==> src/rtl/pulse_scan_ctrl_pkg.sv <==
// Shared definitions for the pulse burst sequencer.
// Holds the FSM state encoding (also used by the serial block for status
// readback) and the default handshake timeout.
package pulse_scan_ctrl_pkg;

    localparam int TMO_BX_DEF = 255;

    typedef enum logic [2:0] {
        ST_IDLE      = 3'd0,
        ST_WAIT_RDY  = 3'd1,
        ST_FIRE      = 3'd2,
        ST_WAIT_ACK  = 3'd3,
        ST_WAIT_CMPL = 3'd4,
        ST_GAP       = 3'd5
    } scan_state_t;

endpackage

==> src/rtl/pulse_scan_ctrl.sv <==
// Automated burst sequencer feeding comparator_injector.
// On an accepted start, issues num_pulses single-cycle fire_pulse strobes,
// each handshaked against pulser_ready, with gap_bx idle cycles between a
// pulse completing and the next fire. Reports progress, completion and
// handshake timeouts.
//
// Ports:
//   clock        - system clock
//   reset        - asynchronous active-high reset
//   start        - one-cycle start strobe (ignored while busy)
//   abort        - one-cycle abort strobe, wins over start
//   num_pulses   - pulses per burst, sampled on accepted start
//   gap_bx       - idle cycles between pulse completion and next fire
//   pulser_ready - high when the injector is idle
//   fire_pulse   - one-cycle fire strobe
//   busy         - burst in progress
//   done         - sticky burst finished/aborted flag
//   pulses_sent  - completed pulses in current/last burst
//   timeout_err  - sticky: injector never went busy after a fire
module pulse_scan_ctrl
    import pulse_scan_ctrl_pkg::*;
#(
    parameter int CNT_W  = 16,
    parameter int GAP_W  = 8,
    parameter int TMO_BX = TMO_BX_DEF
) (
    input  logic             clock,
    input  logic             reset,
    input  logic             start,
    input  logic             abort,
    input  logic [CNT_W-1:0] num_pulses,
    input  logic [GAP_W-1:0] gap_bx,
    input  logic             pulser_ready,
    output logic             fire_pulse,
    output logic             busy,
    output logic             done,
    output logic [CNT_W-1:0] pulses_sent,
    output logic             timeout_err
);

    localparam int TMO_W = $clog2(TMO_BX + 1);
    localparam logic [TMO_W-1:0] TMO_LAST = TMO_W'(TMO_BX - 1);

    scan_state_t      state, state_n;
    logic [CNT_W-1:0] num_lat, num_lat_n;
    logic [GAP_W-1:0] gap_lat, gap_lat_n;
    logic [GAP_W-1:0] gap_cnt, gap_cnt_n;
    logic [TMO_W-1:0] tmo_cnt, tmo_cnt_n;
    logic             busy_n, done_n, tmo_err_n;
    logic [CNT_W-1:0] sent_n;

    always_comb begin
        state_n   = state;
        num_lat_n = num_lat;
        gap_lat_n = gap_lat;
        gap_cnt_n = gap_cnt;
        tmo_cnt_n = tmo_cnt;
        busy_n    = busy;
        done_n    = done;
        tmo_err_n = timeout_err;
        sent_n    = pulses_sent;

        if (abort && state != ST_IDLE) begin
            // Count is kept; a fire already issued but not completed is dropped.
            state_n = ST_IDLE;
            busy_n  = 1'b0;
            done_n  = 1'b1;
        end else begin
            case (state)
                ST_IDLE: begin
                    if (start && !abort) begin
                        tmo_err_n = 1'b0;
                        sent_n    = '0;
                        if (num_pulses == '0) begin
                            done_n = 1'b1;
                        end else begin
                            num_lat_n = num_pulses;
                            gap_lat_n = gap_bx;
                            done_n    = 1'b0;
                            busy_n    = 1'b1;
                            state_n   = ST_WAIT_RDY;
                        end
                    end
                end
                ST_WAIT_RDY: begin
                    if (pulser_ready) state_n = ST_FIRE;
                end
                ST_FIRE: begin
                    tmo_cnt_n = '0;
                    state_n   = ST_WAIT_ACK;
                end
                ST_WAIT_ACK: begin
                    if (!pulser_ready) begin
                        state_n = ST_WAIT_CMPL;
                    end else if (tmo_cnt >= TMO_LAST) begin
                        // TMO_BX consecutive ready-high cycles after the fire.
                        tmo_err_n = 1'b1;
                        done_n    = 1'b1;
                        busy_n    = 1'b0;
                        state_n   = ST_IDLE;
                    end else begin
                        tmo_cnt_n = tmo_cnt + 1'b1;
                    end
                end
                ST_WAIT_CMPL: begin
                    if (pulser_ready) begin
                        // pulses_sent < num_lat here, so the increment cannot wrap.
                        sent_n = pulses_sent + 1'b1;
                        if (sent_n == num_lat) begin
                            done_n  = 1'b1;
                            busy_n  = 1'b0;
                            state_n = ST_IDLE;
                        end else if (gap_lat == '0) begin
                            state_n = ST_WAIT_RDY;
                        end else begin
                            gap_cnt_n = gap_lat;
                            state_n   = ST_GAP;
                        end
                    end
                end
                ST_GAP: begin
                    if (gap_cnt == GAP_W'(1)) state_n = ST_WAIT_RDY;
                    else                      gap_cnt_n = gap_cnt - 1'b1;
                end
                default: begin
                    state_n = ST_IDLE;
                    busy_n  = 1'b0;
                end
            endcase
        end
    end

    always_ff @(posedge clock or posedge reset) begin
        if (reset) begin
            state       <= ST_IDLE;
            num_lat     <= '0;
            gap_lat     <= '0;
            gap_cnt     <= '0;
            tmo_cnt     <= '0;
            busy        <= 1'b0;
            done        <= 1'b0;
            timeout_err <= 1'b0;
            pulses_sent <= '0;
            fire_pulse  <= 1'b0;
        end else begin
            state       <= state_n;
            num_lat     <= num_lat_n;
            gap_lat     <= gap_lat_n;
            gap_cnt     <= gap_cnt_n;
            tmo_cnt     <= tmo_cnt_n;
            busy        <= busy_n;
            done        <= done_n;
            timeout_err <= tmo_err_n;
            pulses_sent <= sent_n;
            // Registered strobe: high exactly while the state register holds FIRE.
            fire_pulse  <= (state_n == ST_FIRE);
        end
    end

endmodule

==> config.mk <==
export PLATFORM = sky130hd
export DESIGN_NAME = pulse_scan_ctrl
export DESIGN_NICKNAME = d
export VERILOG_FILES = /design/src/rtl/pulse_scan_ctrl_pkg.sv /design/src/rtl/pulse_scan_ctrl.sv
export SDC_FILE = /design/constraint.sdc
export NUM_CORES = 1
export LEC_CHECK = 0
export CAP_MARGIN = 5
export CORE_MARGIN = 4
export CORE_UTILIZATION = 50
export DETAILED_ROUTE_END_ITERATION = 12
export MAX_ROUTING_LAYER = met4
export PLACE_DENSITY_LB_ADDON = 0.25
export SLEW_MARGIN = 20
export SYNTH_ARGS = -nofsm -noshare
export SYNTH_HDL_FRONTEND = slang
export SYNTH_SLANG_ARGS = --single-unit
==> constraint.sdc <==
create_clock -name clock -period 2.4 [get_ports clock]
set_input_delay 0.24 -clock clock [delete_from_list [all_inputs] [get_ports clock]]
set_output_delay 0.24 -clock clock [all_outputs]
set_load 0.005 [all_outputs]
==> results.rst, run 1 <==
.. list-table::
   :header-rows: 1

   * - Metric
     - Value
   * - Clock Skew
     - 0.0100 ns
   * - Number of buffers inserted during clock tree synthesis
     - 9
   * - Via count
     - 3,812
   * - Synth cell types
     - 63
   * - Part of the Yosys area used for sequential elements
     - 40.1%
   * - # setup viols final
     - 7
   * - Final slew viol count
     - 0
   * - Most numerous cell types in the synthesized netlist
     - dfrtp_1 (63), o21ai_0 (40), nor2_1 (36), nand2_1 (28), mux2_2 (25)
   * - Floorplan die height
     - 96.6 µm
   * - Root Driver
     - clkbuf_8
   * - Min-delay worst type
     - in2async
   * - Starting density of the core
     - 51.1%
   * - Most common flop cell mapped by yosys
     - dfrtp_1
   * - Die ar.
     - 9340 µm²
   * - Antenna violation net count after detailed routing
     - 0
   * - Clock slew at reported path FFs
     - 0.08 ns
   * - Placement Setup Slack
     - -0.162 ns
   * - Net Count, Synth
     - 461
   * - Via density per instance
     - 6.05
   * - Total congestion overflow after global routing
     - 0
   * - Number of search-and-repair iterations in the first detailed-routing pass
     - 5
   * - Arr. time, crit path
     - 2.69 ns
   * - Maximum buffer depth of the clock tree
     - 2
   * - Top-Level Pins
     - 49
   * - Maximum achievable frequency
     - 408 MHz
   * - Total design power
     - 4530 µW
   * - Total global-route track usage
     - 23.4%
   * - Cell Pwr Density
     - 831 nW/µm²
   * - Number of buffers inserted by hold repair at cts
     - 0
   * - Share of power burned in combinational logic
     - 36.8%
   * - Clock insertion delay at the later pin of the skew report
     - 0.36 ns
   * - YS warnings
     - 0
   * - CTS tree
     - built
   * - Synth Area per Inst
     - 9.20 µm²
   * - Diodes inserted
     - 0
   * - Final Wtd Congestion
     - 0.970
   * - Pin count of the biggest net entering global routing
     - 64
   * - Register share of total power
     - 37.6%
   * - Core area
     - 7690 µm²
   * - H-tree lvl count
     - 3
   * - Sort of element at the start of the critical path
     - flop
   * - Number of DRC violations after detailed-routing iteration 0
     - 257
   * - First-pass GRT wire length
     - 17,400 µm
   * - Critical Path Fanout Max
     - 6
   * - Final routed wirelength across all metal layers
     - 11,200 µm
   * - Capturing element type of the critical path
     - flop
   * - Net switching component of the power
     - 1560 µW
   * - Post-route DRC violation count
     - 0
   * - Critical setup path kind
     - reg2reg
   * - Placement Rows
     - 32
   * - Cell count after synthesis
     - 427
   * - Required time at the endpoint of the critical path
     - 2.64 ns
   * - Count of maximum capacitance violations
     - 0
   * - PortBufs
     - 48
   * - Violations in the final reports
     - negative setup slack
   * - Netlist area before placement
     - 3930 µm²
   * - P&R area growth vs syn
     - 38.6%
   * - Width of the die
     - 96.6 µm
   * - Number of synthesized flops with an enable pin
     - 0
   * - Final Net Count
     - 557
   * - RSZ-0062 raised after global routing
     - true
   * - Final period demand of the worst path
     - 2.45 ns
   * - Number of clock sinks
     - 63
   * - Main area contributors after synthesis
     - dfrtp_1 (40%), mux2_2 (7.2%), o21ai_0 (5.1%), nor2_1 (3.4%), xnor2_1 (2.9%)
   * - Number of antenna violations at the first check in global routing
     - 0
   * - R2R setup slack
     - -0.05 ns
   * - Average wire per standard cell
     - 17.8 µm
   * - Number of cells on the worst reg-to-reg path
     - 11
   * - Max transition margin
     - 61.8%
   * - Number of global-route vias before repair
     - 3,609
   * - Run status
     - complete, but fails checks
   * - Maximum vdd drop
     - 538 µV
   * - Post-route fraction of the period consumed by the critical path
     - 102%
   * - Area share of the leading cell type in the synthesized netlist
     - 40.1%
   * - Internal
     - 2970 µW
   * - Hpwl dp
     - 7400 µm
   * - Cell taking the most area after synthesis
     - dfrtp_1
   * - Number of flip-flops and latches in the synthesized netlist
     - 63
   * - Fraction of layout instances using a drive strength above 1
     - 28.4%
   * - Smallest setup slack after layout
     - -0.0532 ns
   * - Share of synthesized flip-flops with an asynchronous set or reset
     - 100%
   * - Number of hold violations in the final report
     - 0
   * - Leading cell type by number of instances after synthesis
     - dfrtp_1
   * - Net switching fraction of the power
     - 34.4%
   * - Least-Margin Pin Slew
     - 0.572 ns
   * - Part of the total power dissipated in the clock network
     - 25.7%
   * - Static leakage
     - 0.00228 µW
==> final cells by class <==
type | instances | area (µm²)
clock inverter | 6 | 108
clock buffer | 10 | 138
multi-input combinational | 327 | 2430
tap | 102 | 128
inverter | 13 | 48.8
sequential | 63 | 1580
timing repair buffer | 109 | 1010
fill | 576 | 2240
==> per-layer routing <==
metal  vias up  global-route usage [%]  share of wire, %
met2       155                    36.5                49
met3        33                    5.26               6.3
met5         -                       -                 0
met4         0                    10.9               2.9
met1      1849                    29.1                42
li1       1775                       -                 -
==> power by group through the flow <==
stage | registers, µW | logic, µW | clock network (µW)
2_1_floorplan | 1600 | 1020 | 0
3_3_place_gp | 1680 | 1400 | 0
3_5_place_dp | 1690 | 1430 | 0
4_1_cts | 1680 | 1510 | 1180
5_1_grt | 1740 | 1810 | 1230
6_report | 1700 | 1660 | 1160
==> registers in the layout, summed over array words and instances (netlist names) <==
| signal | cells |
|---|---|
| timeout_err | 1 |
| tmo_cnt | 8 |
| gap_cnt | 8 |
| pulses_sent | 16 |
| state | 3 |
| gap_lat | 8 |
| busy | 1 |
| fire_pulse | 1 |
| num_lat | 16 |
| done | 1 |
==> worst max-delay path: stages, from the launching register on <==
cell and delay (ns):
dfrtp_2 0.42, buf_6 0.12, ha_4 0.16, and3_4 0.18, buf_6 0.13, a31oi_1 0.14, o211ai_1 0.18, a2111oi_4 0.29
buf_4 0.18, nand4_4 0.08, and4_1 0.17, a2111o_1 0.27
==> cells by family after synthesis <==
group | count (synthesis) | share of synthesized area (%)
mux | 25 | 7.17
xor+xnor | 20 | 4.46
buf+inv | 37 | 3.92
flops | 63 | 40.1
compound gates | 123 | 20.8
simple gates | 154 | 22.0
fa+ha+maj | 5 | 1.59
==> stage by stage <==
step	hold WS [ns]	instances	util (%)	cell area [µm²]	TNS [ns]
3_5_place_dp	0.476	599	62.8	4830	-0.720
3_3_place_gp	0.458	599	62.8	4830	-0.151
4_1_cts	0.270	625	68.5	5270	-0.0337
5_1_grt	0.293	630	70.8	5450	-0.959
2_1_floorplan	0.391	427	-	3960	0
6_report	0.260	630	70.8	5450	-0.217
==> path summary, 6_finish.rpt <==
kind,from,endpoint
hold reg to reg,tmo_cnt[4],tmo_cnt[4]
max in group asynchronous,reset,pulses_sent[11]
setup / recovery,pulses_sent[0],gap_cnt[0]
min in group clock,gap_bx[6],gap_lat[6]
hold / removal,reset,num_lat[3]
setup reg to reg,pulses_sent[0],gap_cnt[0]
==> layout by cell type, fill, tap and decap left out, types with 7 or more instances in the layout <==
master / netlist / layout
nand2b_1: 10 / 10
a31oi_1: 8 / 7
o21ai_0: 40 / 39
o31ai_1: 13 / 12
nand2_1: 28 / 28
clkbuf_8: 0 / 10
inv_1: 13 / 12
xnor2_1: 13 / 8
nor3_1: 7 / 7
nand4_1: 14 / 14
dfrtp_1: 63 / 57
a21oi_1: 20 / 19
nor2_1: 36 / 33
clkdlybuf4s50_1: 0 / 48
buf_6: 0 / 9
buf_4: 2 / 49
mux2_2: 25 / 25
nand3_1: 11 / 11
==> repair_timing <==
item                                    CTS  global route
hold endpoints to repair                  0             0
gates resized for setup                  24            26
buffers inserted                         10             6
endpoints found under the setup margin   11            13
pin swaps                                22            17
(Power assumes the default switching activity.)
==> run 2: changes to the inputs <==
==> constraint.sdc (replaced) <==
create_clock -name clock -period 2.4 [get_ports clock]
set_input_delay 0.24 -clock clock [delete_from_list [all_inputs] [get_ports clock]]
set_output_delay 0.24 -clock clock [all_outputs]
set_load 0.01 [all_outputs]
==> run 2 against run 1 <==
Effect of this change:
- the flow still finishes with violations (negative setup slack)
- critical endpoint is now gap_cnt[6]
- critical path depth down 1
- final area is 1.2% lower
- power decreased by 3.2%
- first-iteration DRC count is 11% lower
- via count shrank 3.1%
- utilization fell by 0.83 points
- clock skew is 0.0033 ns lower
- worst setup slack improved by 0.028 ns
- die area is the same
- sequential power barely moved
- clock-buffer cell count rose by 1
- global-route usage is 0.23 points lower
==> results.rst, run 2 (synthesis results as in run 1) <==
.. list-table::
   :header-rows: 1

   * - Metric
     - Value
   * - Final period demand of the worst path
     - 2.43 ns (was 2.45 ns)
   * - Critical setup path kind
     - reg2reg (unchanged)
   * - Hpwl dp
     - 7530 µm (was 7400 µm)
   * - Critical Path Fanout Max
     - 5 (was 6)
   * - Length of routed met2 wiring
     - 5170 µm (was 5480 µm)
   * - First-pass GRT wire length
     - 17,500 µm (was 17,400 µm)
   * - Least-Margin Pin Slew
     - 0.613 ns (was 0.572 ns)
   * - Maximum vdd drop
     - 500 µV (was 538 µV)
   * - Number of global-route vias before repair
     - 3,640 (was 3,609)
   * - Highest Signal Layer
     - met4 (unchanged)
   * - Maximum buffer depth of the clock tree
     - 2 (unchanged)
   * - Die ar.
     - 9340 µm² (unchanged)
   * - Diodes inserted
     - 0 (unchanged)
   * - Length of routed wiring on met1
     - 4540 µm (was 4710 µm)
   * - Via count
     - 3,692 (was 3,812)
   * - RSZ-0062 raised after global routing
     - true (unchanged)
   * - Root Driver
     - clkbuf_8 (unchanged)
   * - Violations in the final reports
     - negative setup slack (unchanged)
   * - Run status
     - complete, but fails checks (unchanged)
   * - Cell breakdown of the critical path
     - buf_4 > xnor2_1 > a211oi_4 > o211ai_1 > nor4_2 > buf_4 > and4_4 > nor3_4 > buf_6 > a22o_1 (was buf_6 > ha_4 > and3_4 > buf_6 > a31oi_1 > o211ai_1 > a2111oi_4 > buf_4 > nand4_4 > and4_1 > a2111o_1)
   * - Number of clock sinks
     - 63 (unchanged)
   * - Smallest setup slack after layout
     - -0.0251 ns (was -0.0532 ns)
   * - Final slew viol count
     - 0 (unchanged)
   * - Clock insertion delay at the later pin of the skew report
     - 0.34 ns (was 0.36 ns)
   * - Largest registers
     - num_lat: 16 flops, pulses_sent: 16 flops (unchanged)
   * - Total global-route track usage
     - 23.2% (was 23.4%)
   * - Largest stage delay on the critical path
     - 0.44 ns (was 0.42 ns)
   * - Total congestion overflow after global routing
     - 0 (unchanged)
   * - Fraction of layout instances using a drive strength above 1
     - 28.3% (was 28.4%)
   * - WL met3
     - 591 µm (was 702 µm)
   * - Required time at the endpoint of the critical path
     - 2.63 ns (was 2.64 ns)
   * - Core area
     - 7690 µm² (unchanged)
   * - Final Net Count
     - 549 (was 557)
   * - Final Wtd Congestion
     - 0.967 (was 0.970)
   * - Width of the die
     - 96.6 µm (unchanged)
   * - Number of buffers inserted during clock tree synthesis
     - 9 (unchanged)
   * - Average wire per standard cell
     - 17.1 µm (was 17.8 µm)
   * - Maximum achievable frequency
     - 412 MHz (was 408 MHz)
   * - Family of cells with the greatest summed delay on the critical path
     - compound AO/OA/AOI/OAI gates (unchanged)
   * - PortBufs
     - 48 (unchanged)
   * - Cell Pwr Density
     - 814 nW/µm² (was 831 nW/µm²)
   * - Post-Place Cell Area
     - 4830 µm² (about the same)
   * - Number of antenna violations at the first check in global routing
     - 0 (unchanged)
   * - Most common cell after layout, fill and taps aside
     - dfrtp_1 (unchanged)
   * - Post-route DRC violation count
     - 0 (unchanged)
   * - Commonest cells after routing, fill and taps aside
     - dfrtp_1 (54), clkdlybuf4s50_1 (48), buf_4 (43), o21ai_0 (38), nor2_1 (33) (was dfrtp_1 (57), buf_4 (49), clkdlybuf4s50_1 (48), o21ai_0 (39), nor2_1 (33))
   * - Placement Setup Slack
     - -0.119 ns (was -0.162 ns)
   * - Capturing element type of the critical path
     - flop (unchanged)
   * - Top-Level Pins
     - 49 (unchanged)
   * - Number of search-and-repair iterations in the first detailed-routing pass
     - 5 (unchanged)
   * - Most frequent cell on the critical path
     - buf_4 (was buf_6)
   * - Post-route fraction of the period consumed by the critical path
     - 101% (was 102%)
   * - Arr. time, crit path
     - 2.65 ns (was 2.69 ns)
   * - Min-delay worst type
     - in2async (unchanged)
   * - Pin count of the biggest net entering global routing
     - 28 (was 64)
   * - Clock Skew
     - 0.00675 ns (was 0.0100 ns)
   * - Final instance area
     - 5380 µm² (was 5450 µm²)
   * - Placement Rows
     - 32 (unchanged)
   * - Count of maximum capacitance violations
     - 0 (unchanged)
   * - Via density per instance
     - 5.94 (was 6.05)
   * - Starting density of the core
     - 51.1% (unchanged)
   * - P&R area growth vs syn
     - 37.0% (was 38.6%)
   * - Setup TNS after final layout
     - -0.0692 ns (was -0.217 ns)
   * - CTS tree
     - built (unchanged)
   * - Cell with the largest stage delay on the worst path
     - dfrtp_2 (unchanged)
   * - Antenna violation net count after detailed routing
     - 0 (unchanged)
   * - Buffer and inverter count on the worst path
     - 3 (unchanged)
   * - Final routed wirelength across all metal layers
     - 10,600 µm (was 11,200 µm)
   * - Number of DRC violations after detailed-routing iteration 0
     - 230 (was 257)
   * - Floorplan die height
     - 96.6 µm (unchanged)
   * - Number of buffers inserted by hold repair at cts
     - 0 (unchanged)
   * - Number of hold violations in the final report
     - 0 (unchanged)
   * - # setup viols final
     - 5 (was 7)
   * - Max transition margin
     - 59.1% (was 61.8%)
   * - Clock slew at reported path FFs
     - 0.07 ns (was 0.08 ns)
   * - H-tree lvl count
     - 3 (unchanged)
   * - Static leakage
     - 0.00221 µW (was 0.00228 µW)
   * - Sort of element at the start of the critical path
     - flop (unchanged)
-- run 2: final timing paths --
path                                startpoint         end  slack [ns]  cells after the start
worst max-delay path            pulses_sent[0]  gap_cnt[6]       -0.03                     10
worst min-delay path                     reset  num_lat[2]        0.30                      2
worst max register to register  pulses_sent[0]  gap_cnt[6]       -0.03                     10
worst min register to register      tmo_cnt[4]  tmo_cnt[4]        0.49                      1
max in group asynchronous                reset    state[0]        1.51                      3
min in group clock                  tmo_cnt[4]  tmo_cnt[4]        0.49                      1
-- run 2: cell type report --
class / instances / area, µm²
clock buffers: 11 / 151
clock inverters: 5 / 80.1
fillers: 596 / 2300
inverters: 13 / 48.8
multi-input cells: 327 / 2440
flip-flops and latches: 63 / 1590
well taps: 102 / 128
repair buffers: 101 / 942
-- run 2: timing repair --
item                       CTS  global route
pin swaps                    3            26
setup endpoints to repair    8            12
setup buffers                0            10
gates resized for setup     11            44
-- run 2: worst reg2reg max path: stages (launching register included) --
cell and delay, ns:
dfrtp_2 0.44, buf_4 0.17, xnor2_1 0.19, a211oi_4 0.27, o211ai_1 0.16, nor4_2 0.29, buf_4 0.19, and4_4 0.26
nor3_4 0.05, buf_6 0.12, a22o_1 0.17
-- run 2: report_power, final --
group	leakage, µW	internal (µW)	switching [µW]
sequential	0.000785	1380	321
combinational	0.00131	843	777
clock	0.000112	639	424
total	0.00221	2860	1520
-- run 2: routing by layer --
metal,vias to the layer above,track usage [%]
met1,1749,28.1
met4,0,8.86
li1,1766,-
met3,32,4.83
met5,-,-
met2,145,38.1
-- run 2: stage by stage --
| stage | hold WS, ns | total power (µW) | utilization (%) | instances |
|---|---|---|---|---|
| after floorplan | 0.391 | 2630 | - | 427 |
| after global placement | 0.455 | 3090 | 62.9 | 596 |
| after detailed placement | 0.470 | 3130 | 62.9 | 596 |
| after CTS | 0.307 | 4240 | 66.6 | 612 |
| after global routing | 0.348 | 4660 | 70.0 | 622 |
| final | 0.295 | 4380 | 70.0 | 622 |
==> run 3: changes to the inputs <==
- CORE_UTILIZATION: 50 -> 51
==> run 3 against run 2 <==
Effect of this change:
- global-route usage rose by 1.7 points
- largest power group unchanged
- register-to-register slack improved by 0.04 ns
- die area fell by 1.8%
- largest cell class unchanged
- maximum frequency rose by 1.5%
- the run now ends clean
- final cell count fell by 0.48%
- utilization rose by 1.2 points
- non-clock buffer count rose by 1
==> results.rst, run 3 (synthesis results as in run 1) <==
.. list-table::
   :header-rows: 1

   * - Metric
     - Value
   * - Number of buffers inserted during clock tree synthesis
     - 9 (unchanged)
   * - Number of hold violations in the final report
     - 0 (unchanged)
   * - GR met3 Demand/Resource
     - 5.00% (was 4.83%)
   * - Number of clock sinks
     - 63 (unchanged)
   * - Max transition margin
     - 64.4% (was 59.1%)
   * - Number of global-route vias before repair
     - 3,647 (was 3,640)
   * - Number of DRC violations after detailed-routing iteration 0
     - 212 (was 230)
   * - Width of the die
     - 95.8 µm (was 96.6 µm)
   * - Run status
     - completed (was complete, but fails checks)
   * - Largest stage delay on the critical path
     - 0.43 ns (was 0.44 ns)
   * - Root Driver
     - clkbuf_8 (unchanged)
   * - Most common cell after layout, fill and taps aside
     - dfrtp_1 (unchanged)
   * - RSZ-0062 raised after global routing
     - true (unchanged)
   * - H-tree lvl count
     - 3 (unchanged)
   * - Clock Skew
     - 0.00688 ns (was 0.00675 ns)
   * - Final Net Count
     - 550 (was 549)
   * - Instance count after placement with tap cells included
     - 592 (was 596)
   * - # setup viols final
     - 0 (was 5)
   * - Post-route DRC violation count
     - 0 (unchanged)
   * - Clock insertion delay at the later pin of the skew report
     - 0.35 ns (was 0.34 ns)
   * - Commonest cells after routing, fill and taps aside
     - dfrtp_1 (55), buf_4 (50), clkdlybuf4s50_1 (48), o21ai_0 (39), nor2_1 (35) (was dfrtp_1 (54), clkdlybuf4s50_1 (48), buf_4 (43), o21ai_0 (38), nor2_1 (33))
   * - First-pass GRT wire length
     - 17,100 µm (was 17,500 µm)
   * - Via density per instance
     - 6.10 (was 5.94)
   * - Via count
     - 3,777 (was 3,692)
   * - Antenna violation net count after detailed routing
     - 0 (unchanged)
   * - Critical Path Fanout Max
     - 9 (was 5)
   * - Least-Margin Pin Slew
     - 0.534 ns (was 0.613 ns)
   * - Cell Pwr Density
     - 810 nW/µm² (was 814 nW/µm²)
   * - Required time at the endpoint of the critical path
     - 2.64 ns (was 2.63 ns)
   * - Final instance area
     - 5250 µm² (was 5380 µm²)
   * - Hpwl dp
     - 7730 µm (was 7530 µm)
   * - Die ar.
     - 9170 µm² (was 9340 µm²)
   * - Number of cells on the worst reg-to-reg path
     - 9 (was 10)
   * - Total congestion overflow after global routing
     - 0 (unchanged)
   * - Arr. time, crit path
     - 2.63 ns (was 2.65 ns)
   * - Total of fill cells in the finished design
     - 554 (was 596)
   * - Pin count of the biggest net entering global routing
     - 44 (was 28)
   * - Total global-route track usage
     - 24.9% (was 23.2%)
   * - Top-Level Pins
     - 49 (unchanged)
   * - Fraction of layout instances using a drive strength above 1
     - 26.5% (was 28.3%)
   * - Core area
     - 7370 µm² (was 7690 µm²)
   * - Number of cells in the finished layout apart from fillers
     - 619 (was 622)
   * - Min-delay worst type
     - in2async (unchanged)
   * - Maximum vdd drop
     - 526 µV (was 500 µV)
   * - R2r endpoint
     - gap_cnt[1] (was gap_cnt[6])
   * - Final period demand of the worst path
     - 2.39 ns (was 2.43 ns)
   * - Largest registers
     - num_lat: 16 flops, pulses_sent: 16 flops (unchanged)
   * - Static leakage
     - 0.00218 µW (was 0.00221 µW)
   * - Floorplan die height
     - 95.8 µm (was 96.6 µm)
   * - Clock slew at reported path FFs
     - 0.07 ns (about the same)
   * - Starting density of the core
     - 53.3% (was 51.1%)
   * - Number of search-and-repair iterations in the first detailed-routing pass
     - 5 (unchanged)
   * - Maximum buffer depth of the clock tree
     - 2 (unchanged)
   * - Maximum achievable frequency
     - 419 MHz (was 412 MHz)
   * - Post-Place Cell Area
     - 4810 µm² (was 4830 µm²)
   * - Placement Rows
     - 31 (was 32)
   * - Family of cells with the greatest summed delay on the critical path
     - compound AO/OA/AOI/OAI gates (unchanged)
   * - GR Util met1
     - 30.4% (was 28.1%)
   * - Total design power
     - 4250 µW (was 4380 µW)
   * - R2R setup slack
     - 0.01 ns (was -0.03 ns)
   * - Hold slack final
     - 0.210 ns (was 0.295 ns)
   * - RR Startpoint
     - pulses_sent[10] (was pulses_sent[0])
   * - Capturing element type of the critical path
     - flop (unchanged)
   * - Final slew viol count
     - 0 (unchanged)
   * - Met2 routing resource usage after global routing
     - 39.3% (was 38.1%)
   * - Critical setup path kind
     - reg2reg (unchanged)
   * - Diodes inserted
     - 0 (unchanged)
   * - Most crowded layer after global routing
     - met2 (unchanged)
   * - Average wire per standard cell
     - 17.5 µm (was 17.1 µm)
   * - Count of maximum capacitance violations
     - 0 (unchanged)
   * - Post-route fraction of the period consumed by the critical path
     - 99.5% (was 101%)
   * - Cell breakdown of the critical path
     - buf_4 > nor3b_1 > o21ai_0 > a31oi_2 > a2111oi_4 > buf_4 > and4_4 > nor3_4 > mux2_4 (was buf_4 > xnor2_1 > a211oi_4 > o211ai_1 > nor4_2 > buf_4 > and4_4 > nor3_4 > buf_6 > a22o_1)
   * - Buffer and inverter count on the worst path
     - 2 (was 3)
   * - PortBufs
     - 48 (unchanged)
   * - Final Wtd Congestion
     - 0.956 (was 0.967)
   * - Count of cell instances traversed by the critical path
     - 9 (was 10)
   * - Setup TNS after final layout
     - 0 ns (was -0.0692 ns)
   * - Most frequent cell on the critical path
     - buf_4 (unchanged)
   * - Cell with the largest stage delay on the worst path
     - dfrtp_1 (was dfrtp_2)
   * - Sort of element at the start of the critical path
     - flop (unchanged)
   * - Number of antenna violations at the first check in global routing
     - 0 (unchanged)
   * - Final routed wirelength across all metal layers
     - 10,800 µm (was 10,600 µm)
   * - P&R area growth vs syn
     - 33.5% (was 37.0%)
   * - CTS tree
     - built (unchanged)
==> run 3: cell types whose count changed in the layout (fill, tap and decap cells not counted), sizes merged <==
cell      previous run  this run
buf                 53        54
bufinv               2         1
clkbuf              11        12
clkinvlp             2         1
==> run 3: layer usage <==
metal  routed length (µm)  up-vias
li1                     -     1756
met1                 4450     1797
met2                 5270      187
met3                  818       37
met4                  316        0
met5                    0        -
==> run 3: worst max-delay path by stage <==
| stage | startpoint | end |
|---|---|---|
| after floorplan | pulses_sent[3] | gap_cnt[1] |
| after global placement | pulses_sent[0] | gap_cnt[0] |
| after detailed placement | pulses_sent[0] | gap_cnt[0] |
| after CTS | pulses_sent[0] | gap_cnt[2] |
| after global routing | pulses_sent[0] | gap_cnt[3] |
| final | pulses_sent[10] | gap_cnt[1] |
==> run 3: through the flow <==
step / utilization (%) / setup WS [ns]
final: 71.2 / 0.0113
after global routing: 71.2 / -0.0480
after CTS: 68.6 / -0.00309
after detailed placement: 65.2 / -0.0612
after global placement: 65.2 / -0.00952
after floorplan: - / 0.000448
==> run 3: cell type report <==
class	count	area, µm²	area share (%)
Sequential cell	63	1590	30.2
Inverter	13	48.8	0.930
Tap cell	99	124	2.36
Timing Repair Buffer	102	918	17.5
Clock buffer	12	155	2.96
Multi-Input combinational cell	327	2370	45.2
Clock inverter	3	42.5	0.811
==> run 3: repair_timing <==
action,CTS,global route
resized for setup,8,27
setup endpoints to repair,5,12
setup buffers,1,11
hold buffers,0,0
pin swaps,3,12
==> run 3: where the power goes <==
group	total (µW)	internal, µW	switching (µW)
logic	1600	838	765
clock network	941	529	412
registers	1710	1380	329
total	4250	2750	1510
